--- config.mk ---
export PLATFORM = sky130hd
export DESIGN_NAME = pipe_mem_ctrl
export DESIGN_NICKNAME = d
export VERILOG_FILES = /design/src/rtl/vec_cpu_pkg.sv /design/src/rtl/pipe_mem_ctrl.sv
export SDC_FILE = /design/constraint.sdc
export NUM_CORES = 1
export LEC_CHECK = 0
export ABC_AREA = 1
export BUFFER_PORTS_ARGS = -buffer_cell sky130_fd_sc_hd__buf_2
export CAP_MARGIN = 20
export CORE_AREA = 5 5 42 44
export CTS_CLUSTER_DIAMETER = 200
export DETAILED_ROUTE_END_ITERATION = 10
export DIE_AREA = 0 0 47 49
export GPL_TIMING_DRIVEN = 0
export PLACE_DENSITY = 0.55
export SYNTH_ARGS = -nofsm -noshare
export SYNTH_HDL_FRONTEND = slang
export SYNTH_SLANG_ARGS = --single-unit
export TNS_END_PERCENT = 50
--- constraint.sdc ---
create_clock -name clk -period 2.2 [get_ports clk]
set_input_delay 0.22 -clock clk [delete_from_list [all_inputs] [get_ports clk]]
set_output_delay 0.22 -clock clk [all_outputs]
set_load 0.03 [all_outputs]
--- src/rtl/vec_cpu_pkg.sv ---
// Shared types and constants for the Vec_CPU control path.
package vec_cpu_pkg;

  // Lane count shared by the memory sequencer and the lane datapath.
  localparam int unsigned VEC_LANES = 4;

  typedef enum logic [1:0] {
    MEM_NONE   = 2'b00,
    MEM_SCALAR = 2'b01,
    MEM_VECTOR = 2'b10,
    MEM_RSVD   = 2'b11
  } mem_op_e;

  typedef enum logic [1:0] {
    IDLE   = 2'b00,
    ACCESS = 2'b01,
    DONE   = 2'b10
  } pmc_state_e;

endpackage

--- src/rtl/pipe_mem_ctrl.sv ---
// Pipeline stall/flush control and lane-serial sequencing of EX memory ops
// onto a single-element memory port.
module pipe_mem_ctrl
  import vec_cpu_pkg::*;
#(
  parameter int unsigned LANES = VEC_LANES,
  localparam int unsigned LW   = $clog2(LANES)
) (
  input  logic          clk,
  input  logic          rst_n,
  input  logic          ex_valid,
  input  logic [1:0]    ex_cl_mem_op,
  input  logic          ex_cl_mem_st,
  input  logic          branch_taken,
  input  logic          halt,
  input  logic          mem_ready,
  output logic          mem_req,
  output logic          mem_we,
  output logic [LW-1:0] mem_lane,
  output logic          ld_lane_we,
  output logic          en_pc,
  output logic          en_if_id,
  output logic          en_id_ex,
  output logic          en_ex_mem,
  output logic          clr_if_id,
  output logic          clr_id_ex,
  output logic          clr_ex_mem,
  output logic          busy
);

  pmc_state_e    state_q, state_d;
  logic [LW-1:0] lane_q, lane_d;

  mem_op_e       op;
  logic          mem_go;
  logic          flush;
  logic [LW-1:0] last;

  assign op     = mem_op_e'(ex_cl_mem_op);
  assign mem_go = ex_valid & ((op == MEM_SCALAR) | (op == MEM_VECTOR));
  assign flush  = ex_valid & branch_taken;
  assign last   = (op == MEM_VECTOR) ? LW'(LANES - 1) : '0;

  always_ff @(posedge clk or negedge rst_n) begin
    if (!rst_n) begin
      state_q <= IDLE;
      lane_q  <= '0;
    end else begin
      state_q <= state_d;
      lane_q  <= lane_d;
    end
  end

  always_comb begin
    state_d    = state_q;
    lane_d     = lane_q;
    mem_req    = 1'b0;
    mem_we     = 1'b0;
    mem_lane   = '0;
    ld_lane_we = 1'b0;
    en_pc      = 1'b0;
    en_if_id   = 1'b0;
    en_id_ex   = 1'b0;
    en_ex_mem  = 1'b0;
    clr_if_id  = 1'b0;
    clr_id_ex  = 1'b0;
    clr_ex_mem = 1'b0;
    busy       = (state_q != IDLE);

    unique case (state_q)
      IDLE: begin
        if (halt) begin
          // Full freeze: nothing moves, nothing is cleared.
        end else if (mem_go) begin
          clr_ex_mem = 1'b1;
          state_d    = ACCESS;
          lane_d     = '0;
        end else begin
          {en_pc, en_if_id, en_id_ex, en_ex_mem} = 4'hF;
          clr_if_id = flush;
          clr_id_ex = flush;
        end
      end
      ACCESS: begin
        clr_ex_mem = 1'b1;
        mem_req    = 1'b1;
        mem_we     = ex_cl_mem_st;
        mem_lane   = lane_q;
        if (mem_ready) begin
          ld_lane_we = ~ex_cl_mem_st;
          if (lane_q == last) state_d = DONE;
          else                lane_d  = lane_q + 1'b1;
        end
      end
      DONE: begin
        // Deferred branch flush lands here since EX was held during the op.
        {en_pc, en_if_id, en_id_ex, en_ex_mem} = 4'hF;
        clr_if_id = flush;
        clr_id_ex = flush;
        state_d   = IDLE;
        lane_d    = '0;
      end
      default: begin
        state_d = IDLE;
        lane_d  = '0;
      end
    endcase

    // Outputs are forced low while reset is held, regardless of inputs.
    if (!rst_n) begin
      mem_req    = 1'b0;
      mem_we     = 1'b0;
      mem_lane   = '0;
      ld_lane_we = 1'b0;
      en_pc      = 1'b0;
      en_if_id   = 1'b0;
      en_id_ex   = 1'b0;
      en_ex_mem  = 1'b0;
      clr_if_id  = 1'b0;
      clr_id_ex  = 1'b0;
      clr_ex_mem = 1'b0;
      busy       = 1'b0;
    end
  end

endmodule

Yosys cells after proc, flatten, opt, wreduce, memory -nomap -nowiden --
Cells that the tools add are included. W data, S select, Z words.
Word-level totals: register bits 4, bits in latches 0, memory bits (writable) 0, ROM bits 0, input bits 9, logic and storage cells 54, memories 0
Cells by class: $add $sub $neg 1, multiply operators 0, div/mod/pow operators 0, magnitude comparators 0, equality and inequality tests 10, shifts and indexed selects 0, muxes and demuxes 33, bitwise operators 4, reduce and logical (&&, ||, !) cells 4
Operator list (number):
- $mux W2 | 11
- $mux W1 | 17
- $ne A2 B2 Y1 const B | 5
- $pmux W2 S2 | 2
- $reduce_and A4 Y1 | 2
- $pmux W1 S2 | 3
- $eq A2 B1 Y1 const B | 2
- $eq A2 B2 Y1 const B | 2
- $add A2 B1 Y2 const B | 1
- $and A1 B1 Y1 | 2
- $eq A2 B2 Y1 | 1
- $logic_not A2 Y1 | 1
- $reduce_bool A2 Y1 | 1
- $not A1 Y1 | 1
- $or A1 B1 Y1 | 1

Longest topological paths before layout --
Gate-level depths: netlist of run 1.
word-level depth 7, mapped depth 8, mapped depth without buffers 8

Worst setup path before layout of run 1 --
Ideal clock, no wire load.
path kind register -> output, from reg state_q[0], to out clr_if_id, arrival 1735 ps, data required time 1980 ps, path slack 245 ps, stages on the path, launching flop included 4, cell sequence dfrtp_1 or2_2 nor3_1 buf_4
Between the ends: cells in the longest elaborated chain, start to end 3, elaborated cells between the ends (all ways) 4, classes of those cells eq/ne (1); mux (2); reduce/logical (1)
Ends and longest elaborated chain:
- start: declaration | RTL line pipe_mem_ctrl.sv:31 | pmc_state_e state_q, state_d;
- start signal: assignment | RTL line pipe_mem_ctrl.sv:49 | state_q <= state_d;
- $eq A2 B2 Y1 or $logic_not A2 Y1 (tied branches)
- $pmux W1 S2 *
- $mux W1 *
- end: declaration | RTL line pipe_mem_ctrl.sv:25 | output logic clr_if_id,
Mark *: on every way between the ends. The rest lies on a longest branch, timed or not.

Worst setup path after layout of run 1 --
from in rst_n, to out clr_if_id
Between the ends: cells in the longest elaborated chain, start to end 1
Ends and longest elaborated chain:
- start: declaration | RTL line pipe_mem_ctrl.sv:10 | input logic rst_n,
- $mux W1 | RTL line pipe_mem_ctrl.sv:110 | if (!rst_n) begin
Every way passes these cells.

==> impl_summary.txt, run 1 <==
----------------------------------------------------
[Run status]
  Run status ... completed

[GRT]
  Wire length of the first global-routing pass ... 1.39 mm
  Via count of the first global-routing pass ... 359
  Antenna violations before repair ... 0
  Global Route Usage Sum ... 7.78%
  Pin count of the biggest net entering global routing ... 7
  Global-route congestion overflow total ... 0

[Die]
  Die extent in x ... 47 um
  Initial Utilization ... 26.3%
  Core outline area ... 1400 sq um
  Die extent in y ... 49 um
  Cell Rows ... 14
  Number of top-level design ports ... 22
  Overall die area ... 2300 sq um

[Setup path]
  Worst Path Arrival ... 1.80 ns
  Worst R2R Setup Slack ... 1.12 ns
  Critical Path End ... clr_if_id
  Required time of the critical path ... 1.98 ns
  Launching point of the worst reg2reg path ... state_q[1]$_DFFE_PN0P_
  Critical path startpoint ... rst_n
  Reg2Reg Capture Point ... lane_q[1]$_DFFE_PN0P_
  Crit start category ... input pin
  Length in cells of the worst reg-to-reg path ... 7
  Worst-path fanout max ... 6
  Kind of critical path ... in2out
  Critical Path Sink Type ... output port

[Clock network]
  Clock tree from TritonCTS ... done
  Worst-Skew Late Latency ... 0.23 ns
  Clock sink count ... 4
  Number of buffers inserted to repair setup after CTS ... 0
  CTS buffer count ... 3
  Max H-tree Level ... 1
  Clock root buffer ... clkbuf_4
  Maximum number of buffers from clock root to sink ... 2
  Reg clk slew, reported paths ... 0.03 ns

[Power]
  Areal power density over the cells ... 1110 nW/um^2
  Static Leak ... 0.328 nW
  Total power after layout ... 0.000592 W
  Highest ir drop seen on vdd ... 0.000517 V

[Cells and area]
  Final design instance area without fill ... 534 sq um
  Area of combinational cells with multiple inputs ... 216 sq um
  Layout overhead on the synthesized area ... 44.7%
  Final #Nets ... 97
  Fraction of layout cells with a size suffix above 1 ... 42.4%
  Fill cell count ... 167
  Antenna Diode Count ... 0
  Sequential cell area ... 100 sq um

[Yosys]
  Post-synthesis cell area ... 369 sq um
  FF+latch count, synth ... 4
  Register area share after synthesis ... 27.1%
  Count of mapped cells out of synthesis ... 60
  Mean area per synthesized cell ... 6.15 sq um
  Yosys warning total ... 0
  Net count of the mapped netlist ... 70
  Number of different library cells in the post-synthesis netlist ... 16

[Drt]
  Count of nets left with antenna violations after detail routing ... 0
  Wire length after detailed routing ... 878 um
  Post-detailed-route via-to-cell ratio ... 4.34
  Initial DRC Count ... 5
  Vias ... 438
  Routed length per instance ... 8.69 um
  Met3 WL ... 94 um
  Met2 layer wire length in the routed design ... 386 um
  Post-Route M1 WL ... 397 um
  Number of iterations in the first detailed-routing pass ... 4
  DRC viols ... 0
  Uppermost routed layer ... met3

[Min path]
  Worst hold path class ... in2async

[Place]
  Worst setup slack before clock tree synthesis ... 0.642 ns
  Final Wtd Congestion ... 0.734
  Detailed placer's ending HPWL ... 756 um
  Port buffer count ... 21
  Placed Area ... 494 sq um

[STA]
  Final hold violations ... 0
  Rel. slew slack ... 80.2%
  Largest clock skew in the final design ... 0.00158 ns
  Actual transition at the worst max-transition pin ... 0.295 ns
  Clock period minus worst slack ... 2.02 ns
  RSZ-0062 raised after global routing ... no
  Final Cycle Share ... 91.7%
  Max-slew violation count ... 0
  Final setup vio count ... 0
  Final critical-path setup slack ... 0.183 ns
  Highest clock rate ... 0.496 GHz
  Total negative slack ... 0 ns

[Flow run]
  Max-cap violations ... 0

----------------------------------------------------
==> timing repair <==
| item | in CTS | in global routing |
|---|---|---|
| hold buffers | 1 | 0 |
| gates resized for setup | 0 | 2 |
| endpoints found under the setup margin | 0 | 4 |
| hold endpoints to repair | 4 | 0 |
==> worst max-delay path, cell delays in order <==
cell and delay, ns:
dlygate4sd3_1 0.51, buf_2 0.15, inv_1 0.11, or2_2 0.32, nor3_2 0.18, buf_4 0.13, buf_2 0.18
==> through the flow <==
stage / utilization (%) / hold slack [ns] / cells
floorplan: - / -0.0756 / 60
global placement: 35.3 / 0.0322 / 97
detailed placement: 35.3 / 0.0332 / 97
CTS: 37.6 / 0.318 / 101
global route: 38.1 / 0.345 / 101
finish: 38.1 / 0.325 / 101
==> kinds of logic after synthesis <==
| family | Yosys count | share of synthesized area, % |
|---|---|---|
| AND/OR/NAND/NOR | 39 | 43.4 |
| buffers and inverters | 12 | 16.3 |
| AO/OA/AOI/OAI | 4 | 9.83 |
| flip-flops | 4 | 27.1 |
| adder cells (fa/ha/maj) | 1 | 3.39 |
==> Yosys cell counts <==
library cell  count  area [sq um]
ha_1              1          12.5
nand3_1           4          20.0
nor2_1           12          45.0
nand2_2           1          6.26
inv_1             6          22.5
o31ai_1           1          7.51
nor2_2            1          6.26
o21bai_1          1          7.51
a21oi_4           1          16.3
or2_2             1          6.26
dfrtp_1           4           100
nor3_1            1          5.00
nand2_1          19          71.3
a21oi_1           1          5.00
inv_2             2          7.51
buf_4             4          30.0
==> placed cells by master (no fill, tap or decap), drive strengths merged <==
master,n
a21oi,2
buf,25
clkbuf,3
dfrtp,4
dlygate4sd3,1
ha,1
inv,8
nand2,20
nand3,4
nor2,13
nor3,1
o21bai,1
o31ai,1
or2,1
==> flip-flops by register name, indices dropped and copies added, names as in the netlist <==
register / flops
lane_q: 2
state_q: 2
==> power breakdown <==
| part | internal, W | switching, W | leakage [nW] |
|---|---|---|---|
| clock network | 0.0000607 | 0.0000255 | 0.0138 |
| logic | 0.000126 | 0.000246 | 0.263 |
| registers | 0.000101 | 0.0000322 | 0.0519 |
| total | 0.000288 | 0.000304 | 0.328 |
==> cell type report <==
type	instances	share of cell area, %
multi-input combinational	44	40.5
timing repair buffer	22	21.5
sequential	4	18.7
buffer	4	5.62
inverter	8	5.62
clock buffer	3	4.22
tap	16	3.75
==> layer usage <==
metal,GRT usage [%],up-vias
met1,11.1,193
met4,4.15,0
met3,0.369,0
met2,11.3,14
met5,0,-
li1,-,231
==> how the worst min path moves through the flow <==
stage               startpoint                     end  slack [ns]  cells after the start
CTS                      rst_n  state_q[1]$_DFFE_PN0P_        0.32                      2
detailed placement       rst_n  state_q[1]$_DFFE_PN0P_        0.03                      1
global route             rst_n  state_q[1]$_DFFE_PN0P_        0.34                      2
global placement         rst_n  state_q[1]$_DFFE_PN0P_        0.03                      1
floorplan                rst_n   lane_q[0]$_DFFE_PN0P_       -0.08                      0
finish                   rst_n  state_q[1]$_DFFE_PN0P_        0.33                      2
Note: power is estimated with default switching activity, not from simulation.
==> inputs of run 2 (changes only) <==
--- a/config.mk
+++ b/config.mk
@@ -8,12 +8,12 @@
 export ABC_AREA = 1
 export BUFFER_PORTS_ARGS = -buffer_cell sky130_fd_sc_hd__buf_2
 export CAP_MARGIN = 20
-export CORE_AREA = 5 5 42 44
+export CORE_AREA = 2 2 39 41
 export CTS_CLUSTER_DIAMETER = 200
 export DETAILED_ROUTE_END_ITERATION = 10
-export DIE_AREA = 0 0 47 49
+export DIE_AREA = 0 0 41 43
 export GPL_TIMING_DRIVEN = 0
-export PLACE_DENSITY = 0.55
+export PLACE_DENSITY = 0.58
 export SYNTH_ARGS = -nofsm -noshare
 export SYNTH_HDL_FRONTEND = slang
 export SYNTH_SLANG_ARGS = --single-unit
==> constraint.sdc (replaced) <==
create_clock -name clk -period 2.2 [get_ports clk]
set_input_delay 0.22 -clock clk [delete_from_list [all_inputs] [get_ports clk]]
set_output_delay 0.22 -clock clk [all_outputs]
set_load 0.1 [all_outputs]
==> run 2 against run 1 <==
Effect of this change: total power increased by 43%; via count shrank 4.1%; global-route usage up 3.0 points; final area is 8.0% higher; count of clock-buffer cells in the layout did not move; highest routed layer unchanged; die area shrank 23%; largest power group unchanged; critical endpoint is now en_pc; sequential share of layout area shrank 1.4 points; worst hold slack gained 0.031 ns; setup slack better by 0.11 ns; core utilization increased by 3.6 points; critical path depth is 3 lower; maximum frequency increased by 5.7%.
==> impl_summary.txt, run 2 (synthesis gave the netlist of run 1 again) <==
----------------------------------------------------
[Setup path]
  Slowest stage delay, CP ... 0.41 ns
  Worst-path fanout max ... 4
  Critical Path Sink Type ... output port
  Kind of critical path ... reg2out
  Slowest cell on the critical path ... buf_2
  Crit start category ... flip-flop
  Cell-by-cell listing of the critical path ... or2_2 > nor2_2 > buf_4 > buf_2
  Family with the most delay on the worst path ... buffers and inverters
  Crit path buf inv count ... 2
  Required time of the critical path ... 1.98 ns
  Worst Path Arrival ... 1.69 ns

[STA]
  Max-slew violation count ... 0
  Actual transition at the worst max-transition pin ... 0.486 ns
  Largest clock skew in the final design ... 0.000502 ns
  Rel. slew slack ... 67.8%
  Final Cycle Share ... 86.8%
  Clock period minus worst slack ... 1.91 ns
  Final critical-path setup slack ... 0.291 ns
  Final setup vio count ... 0
  Highest clock rate ... 0.524 GHz
  RSZ-0062 raised after global routing ... no
  Final hold violations ... 0
  Hold slack final ... 0.356 ns

[Drt]
  DRC viols ... 0
  Count of nets left with antenna violations after detail routing ... 0
  Uppermost routed layer ... met3
  Wire length after detailed routing ... 803 um
  Met3 WL ... 54 um
  Post-Route M1 WL ... 373 um
  Initial DRC Count ... 3
  Routed length per instance ... 7.95 um
  Post-detailed-route via-to-cell ratio ... 4.16
  Number of iterations in the first detailed-routing pass ... 2
  Met2 layer wire length in the routed design ... 375 um
  Vias ... 420

[Cells and area]
  Regs by FF count ... lane_q x2, state_q x2
  Final #Nets ... 97
  Fraction of layout cells with a size suffix above 1 ... 47.1%
  Fill cell count ... 147
  Final core utilization ... 41.7%
  Most common library cell in the layout ignoring fill and taps ... buf_2
  Antenna Diode Count ... 0
  Layout overhead on the synthesized area ... 56.3%
  Highest-count cells in the layout ignoring fill and taps ... 21 x buf_2, 19 x nand2_1, 8 x nor2_1, 6 x inv_1

[Clock network]
  Number of resized instances in the post-cts repair step ... 0
  Worst-Skew Late Latency ... 0.23 ns
  Clock tree from TritonCTS ... done
  Clock sink count ... 4
  Clock root buffer ... clkbuf_4
  Reg clk slew, reported paths ... 0.03 ns
  CTS buffer count ... 3
  Max H-tree Level ... 1
  Maximum number of buffers from clock root to sink ... 2

[Power]
  Total power after layout ... 0.000847 W
  Relative contribution of combinational cells to total power ... 74.1%
  Internal power summed over all cells ... 0.000296 W
  Flop pwr share ... 15.8%
  Switching Fraction ... 65.0%
  Clock share of power ... 10.2%
  Highest ir drop seen on vdd ... 0.000643 V
  Areal power density over the cells ... 1470 nW/um^2
  Sw Pwr ... 0.000551 W
  Static Leak ... 0.338 nW

[Die]
  Initial Utilization ... 26.7%
  Die extent in x ... 41 um
  Number of top-level design ports ... 22
  Core outline area ... 1380 sq um
  Overall die area ... 1760 sq um
  Die extent in y ... 43 um
  Cell Rows ... 14

[Place]
  Detailed placer's ending HPWL ... 690 um
  Port buffer count ... 21
  Worst setup slack before clock tree synthesis ... 0.378 ns
  Final Wtd Congestion ... 0.738

[GRT]
  Global Route Usage Sum ... 10.8%
  Antenna violations before repair ... 0
  Global-route congestion overflow total ... 0
  Via count of the first global-routing pass ... 318
  Pin count of the biggest net entering global routing ... 7
  Wire length of the first global-routing pass ... 1.30 mm

[Min path]
  Worst hold path class ... in2async

[Run status]
  Run status ... completed

[Flow run]
  Max-cap violations ... 0

----------------------------------------------------
## run 2: cell types whose count changed in the layout (fill, tap and decap cells not counted)
| cell | before | now |
|---|---|---|
| nor2_1 | 11 | 8 |
| o31ai_1 | 1 | 0 |
| o31ai_4 | 0 | 1 |
| nor3_2 | 1 | 0 |
| nor3_4 | 0 | 1 |
| nor2_4 | 0 | 3 |
## run 2: worst reg2reg max path: cells and delay by family (launching register included)
kind	cells	cell delay, ns
AO/OA/AOI/OAI	1	0.16
flip-flops	1	0.43
AND/OR/NAND/NOR	5	0.41
buffers and inverters	1	0.05
## run 2: timing repair
item | CTS | global route
hold endpoints to repair | 4 | 0
hold buffers | 1 | 0
setup buffers | 0 | 0
## run 2: power by group through the flow
stage / logic, W / clock network (W) / registers, W
finish: 0.000627 / 0.0000861 / 0.000134
global route: 0.000681 / 0.0000931 / 0.000139
global placement: 0.000627 / 0 / 0.000134
floorplan: 0.000554 / 0 / 0.000128
CTS: 0.000632 / 0.0000926 / 0.000133
detailed placement: 0.000629 / 0 / 0.000134
## run 2: layout make-up
cell class | count | area [sq um] | area share [%]
flip-flops and latches | 4 | 100 | 17.4
inverters | 8 | 30.0 | 5.21
well taps | 16 | 20.0 | 3.47
plain buffers | 4 | 30.0 | 5.21
repair buffers | 22 | 115 | 20.0
clock buffers | 3 | 22.5 | 3.90
multi-input cells | 44 | 259 | 44.9
## run 2: per-stage QoR
step | instances | instance area (sq um) | TNS (ns)
CTS | 101 | 577 | 0
detailed placement | 97 | 544 | 0
finish | 101 | 577 | 0
floorplan | 60 | 419 | -0.192
global placement | 97 | 544 | 0
global route | 101 | 577 | 0
## run 2: path summary, 6_finish.rpt
check | slack (ns) | depth (start not counted) | to | startpoint
max | 0.29 | 4 | en_pc | state_q[0]$_DFFE_PN0P_
min | 0.36 | 2 | state_q[0]$_DFFE_PN0P_ | rst_n
max reg2reg | 1.03 | 7 | lane_q[0]$_DFFE_PN0P_ | state_q[1]$_DFFE_PN0P_
min reg2reg | 0.54 | 2 | state_q[0]$_DFFE_PN0P_ | state_q[0]$_DFFE_PN0P_
max in group asynchronous | 1.68 | 2 | lane_q[1]$_DFFE_PN0P_ | rst_n
min in group clk | 0.45 | 5 | state_q[0]$_DFFE_PN0P_ | mem_ready
## run 2: layer usage
| layer | track usage [%] | vias up |
|---|---|---|
| met4 | 8.00 | 0 |
| met1 | 16.1 | 173 |
| met3 | 0 | 0 |
| met2 | 14.4 | 13 |
| met5 | 0 | - |
| li1 | - | 234 |
==> inputs of run 3 (changes only) <==
==> constraint.sdc (replaced) <==
create_clock -name clk -period 2.01 [get_ports clk]
set_input_delay 0.201 -clock clk [delete_from_list [all_inputs] [get_ports clk]]
set_output_delay 0.201 -clock clk [all_outputs]
set_load 0.1 [all_outputs]
==> run 3 against run 2 <==
Effect of this change: via count is 0.24% lower; total power is 9.9% higher; global-route usage is 1.0 points higher; sequential power is 9% higher; critical path depth stayed put; critical path type unchanged; largest power group unchanged.
==> impl_summary.txt, run 3 (synthesis gave the netlist of run 1 again) <==
----------------------------------------------------
[STA]
  Highest clock rate ... 0.529 GHz
  Hold slack final ... 0.341 ns
  Largest clock skew in the final design ... 0.00384 ns
  Rel. slew slack ... 67.3%
  Final setup vio count ... 0
  Final Cycle Share ... 94.1%
  RSZ-0062 raised after global routing ... no
  Total negative slack ... 0 ns
  Clock period minus worst slack ... 1.89 ns
  Max-slew violation count ... 0
  Final hold violations ... 0
  Actual transition at the worst max-transition pin ... 0.494 ns

[GRT]
  Pin count of the biggest net entering global routing ... 7
  Via count of the first global-routing pass ... 355
  Global routing usage on met3 ... 3.66%
  Global routing usage on met1 ... 16.2%
  Global Route Usage Sum ... 11.8%
  Most used routing layer in global routing ... met1
  M2 GR Usage ... 15.3%
  Wire length of the first global-routing pass ... 1.41 mm
  Global-route congestion overflow total ... 0
  Antenna violations before repair ... 0

[Cells and area]
  Final core utilization ... 41.7%
  Final #Nets ... 97
  Fill cell count ... 157
  Sequential cell area ... 100 sq um
  Fraction of layout cells with a size suffix above 1 ... 48.2%
  Layout overhead on the synthesized area ... 56.3%
  Regs by FF count ... lane_q x2, state_q x2
  Number of standard cells in the layout, taps in and fillers out ... 101
  Antenna Diode Count ... 0
  Area of combinational cells with multiple inputs ... 259 sq um
  Final design instance area without fill ... 577 sq um
  Highest-count cells in the layout ignoring fill and taps ... 21 x buf_2, 19 x nand2_1, 8 x nor2_1, 5 x inv_1
  Most common library cell in the layout ignoring fill and taps ... buf_2

[Setup path]
  Crit start category ... flip-flop
  Slowest cell on the critical path ... buf_2
  Slowest stage delay, CP ... 0.41 ns
  Worst-path fanout max ... 4
  Required time of the critical path ... 1.81 ns
  Cell-by-cell listing of the critical path ... or2_2 > nor2_2 > buf_4 > buf_2
  Worst Path Arrival ... 1.69 ns
  Worst R2R Setup Slack ... 0.83 ns
  Kind of critical path ... reg2out
  Critical Path Sink Type ... output port

[Die]
  Die extent in x ... 41 um
  Initial Utilization ... 26.7%
  Core outline area ... 1380 sq um
  Die extent in y ... 43 um
  Number of top-level design ports ... 22
  Cell Rows ... 14
  Overall die area ... 1760 sq um

[Place]
  Final Wtd Congestion ... 0.731
  Placed Area ... 544 sq um
  Number of cells in the design after placement ... 97
  Port buffer count ... 21
  Detailed placer's ending HPWL ... 700 um

[Clock network]
  Clock tree from TritonCTS ... done
  Max H-tree Level ... 1
  Number of resized instances in the post-cts repair step ... 0
  Reg clk slew, reported paths ... 0.04 ns
  Clock sink count ... 4
  CTS buffer count ... 3
  Clock root buffer ... clkbuf_4
  Worst-Skew Late Latency ... 0.23 ns
  Maximum number of buffers from clock root to sink ... 2

[Flow run]
  Max-cap violations ... 0

[Drt]
  Count of nets left with antenna violations after detail routing ... 0
  Post-detailed-route via-to-cell ratio ... 4.15
  DRC viols ... 0
  Wire length after detailed routing ... 820 um
  Number of iterations in the first detailed-routing pass ... 3
  Initial DRC Count ... 2
  Vias ... 419
  Routed length per instance ... 8.12 um

[Run status]
  Run status ... completed

[Power]
  Areal power density over the cells ... 1610 nW/um^2
  Static Leak ... 0.338 nW
  Highest ir drop seen on vdd ... 0.000535 V

[Min path]
  Worst hold path class ... in2async

----------------------------------------------------
[run 3: area by class of cell]
type | count | share of cell area (%)
buffer | 4 | 5.21
clock buffer | 3 | 3.90
inverter | 8 | 5.21
multi-input combinational | 44 | 44.9
sequential | 4 | 17.4
tap | 16 | 3.47
timing repair buffer | 22 | 20.0
[run 3: path summary, 6_finish.rpt]
path                            cells past startpoint                   start                      to
worst max-delay path                                4  state_q[0]$_DFFE_PN0P_                en_if_id
worst min-delay path                                2                   rst_n  state_q[0]$_DFFE_PN0P_
worst max register to register                      7  state_q[1]$_DFFE_PN0P_   lane_q[1]$_DFFE_PN0P_
worst min register to register                      2  state_q[0]$_DFFE_PN0P_  state_q[0]$_DFFE_PN0P_
max in group asynchronous                           2                   rst_n   lane_q[1]$_DFFE_PN0P_
min in group clk                                    5               mem_ready  state_q[0]$_DFFE_PN0P_
[run 3: metrics by stage]
step | total power, W | setup WS, ns
after global routing | 0.000998 | 0.0618
after detailed placement | 0.000841 | 0.238
after floorplan | 0.000749 | -0.235
after global placement | 0.000838 | 0.258
after CTS | 0.000944 | 0.0971
final | 0.000931 | 0.118
[run 3: routing by layer]
| layer | part of all wire (%) | vias to the layer above |
|---|---|---|
| met4 | 0 | 0 |
| li1 | - | 232 |
| met2 | 42 | 12 |
| met5 | 0 | - |
| met3 | 7.0 | 0 |
| met1 | 50 | 175 |
[run 3: where the power goes]
| part | internal (W) | leakage, nW | switching (W) |
|---|---|---|---|
| clock network | 0.0000664 | 0.0138 | 0.0000281 |
| registers | 0.000110 | 0.0519 | 0.0000364 |
| logic | 0.000151 | 0.272 | 0.000540 |
| total | 0.000327 | 0.338 | 0.000604 |
[run 3: critical path, delay by kind of cell, from the launching register on]
kind / cells / cell delay (ns)
buffers and inverters: 2 / 0.54
DFF: 1 / 0.40
and+or+nand+nor: 2 / 0.53
[run 3: what timing repair did]
| action | in CTS | in global routing |
|---|---|---|
| hold buffers | 1 | 0 |
| setup endpoints to repair | 0 | 0 |
| setup buffers | 0 | 0 |
| endpoints found under the hold margin | 4 | 0 |
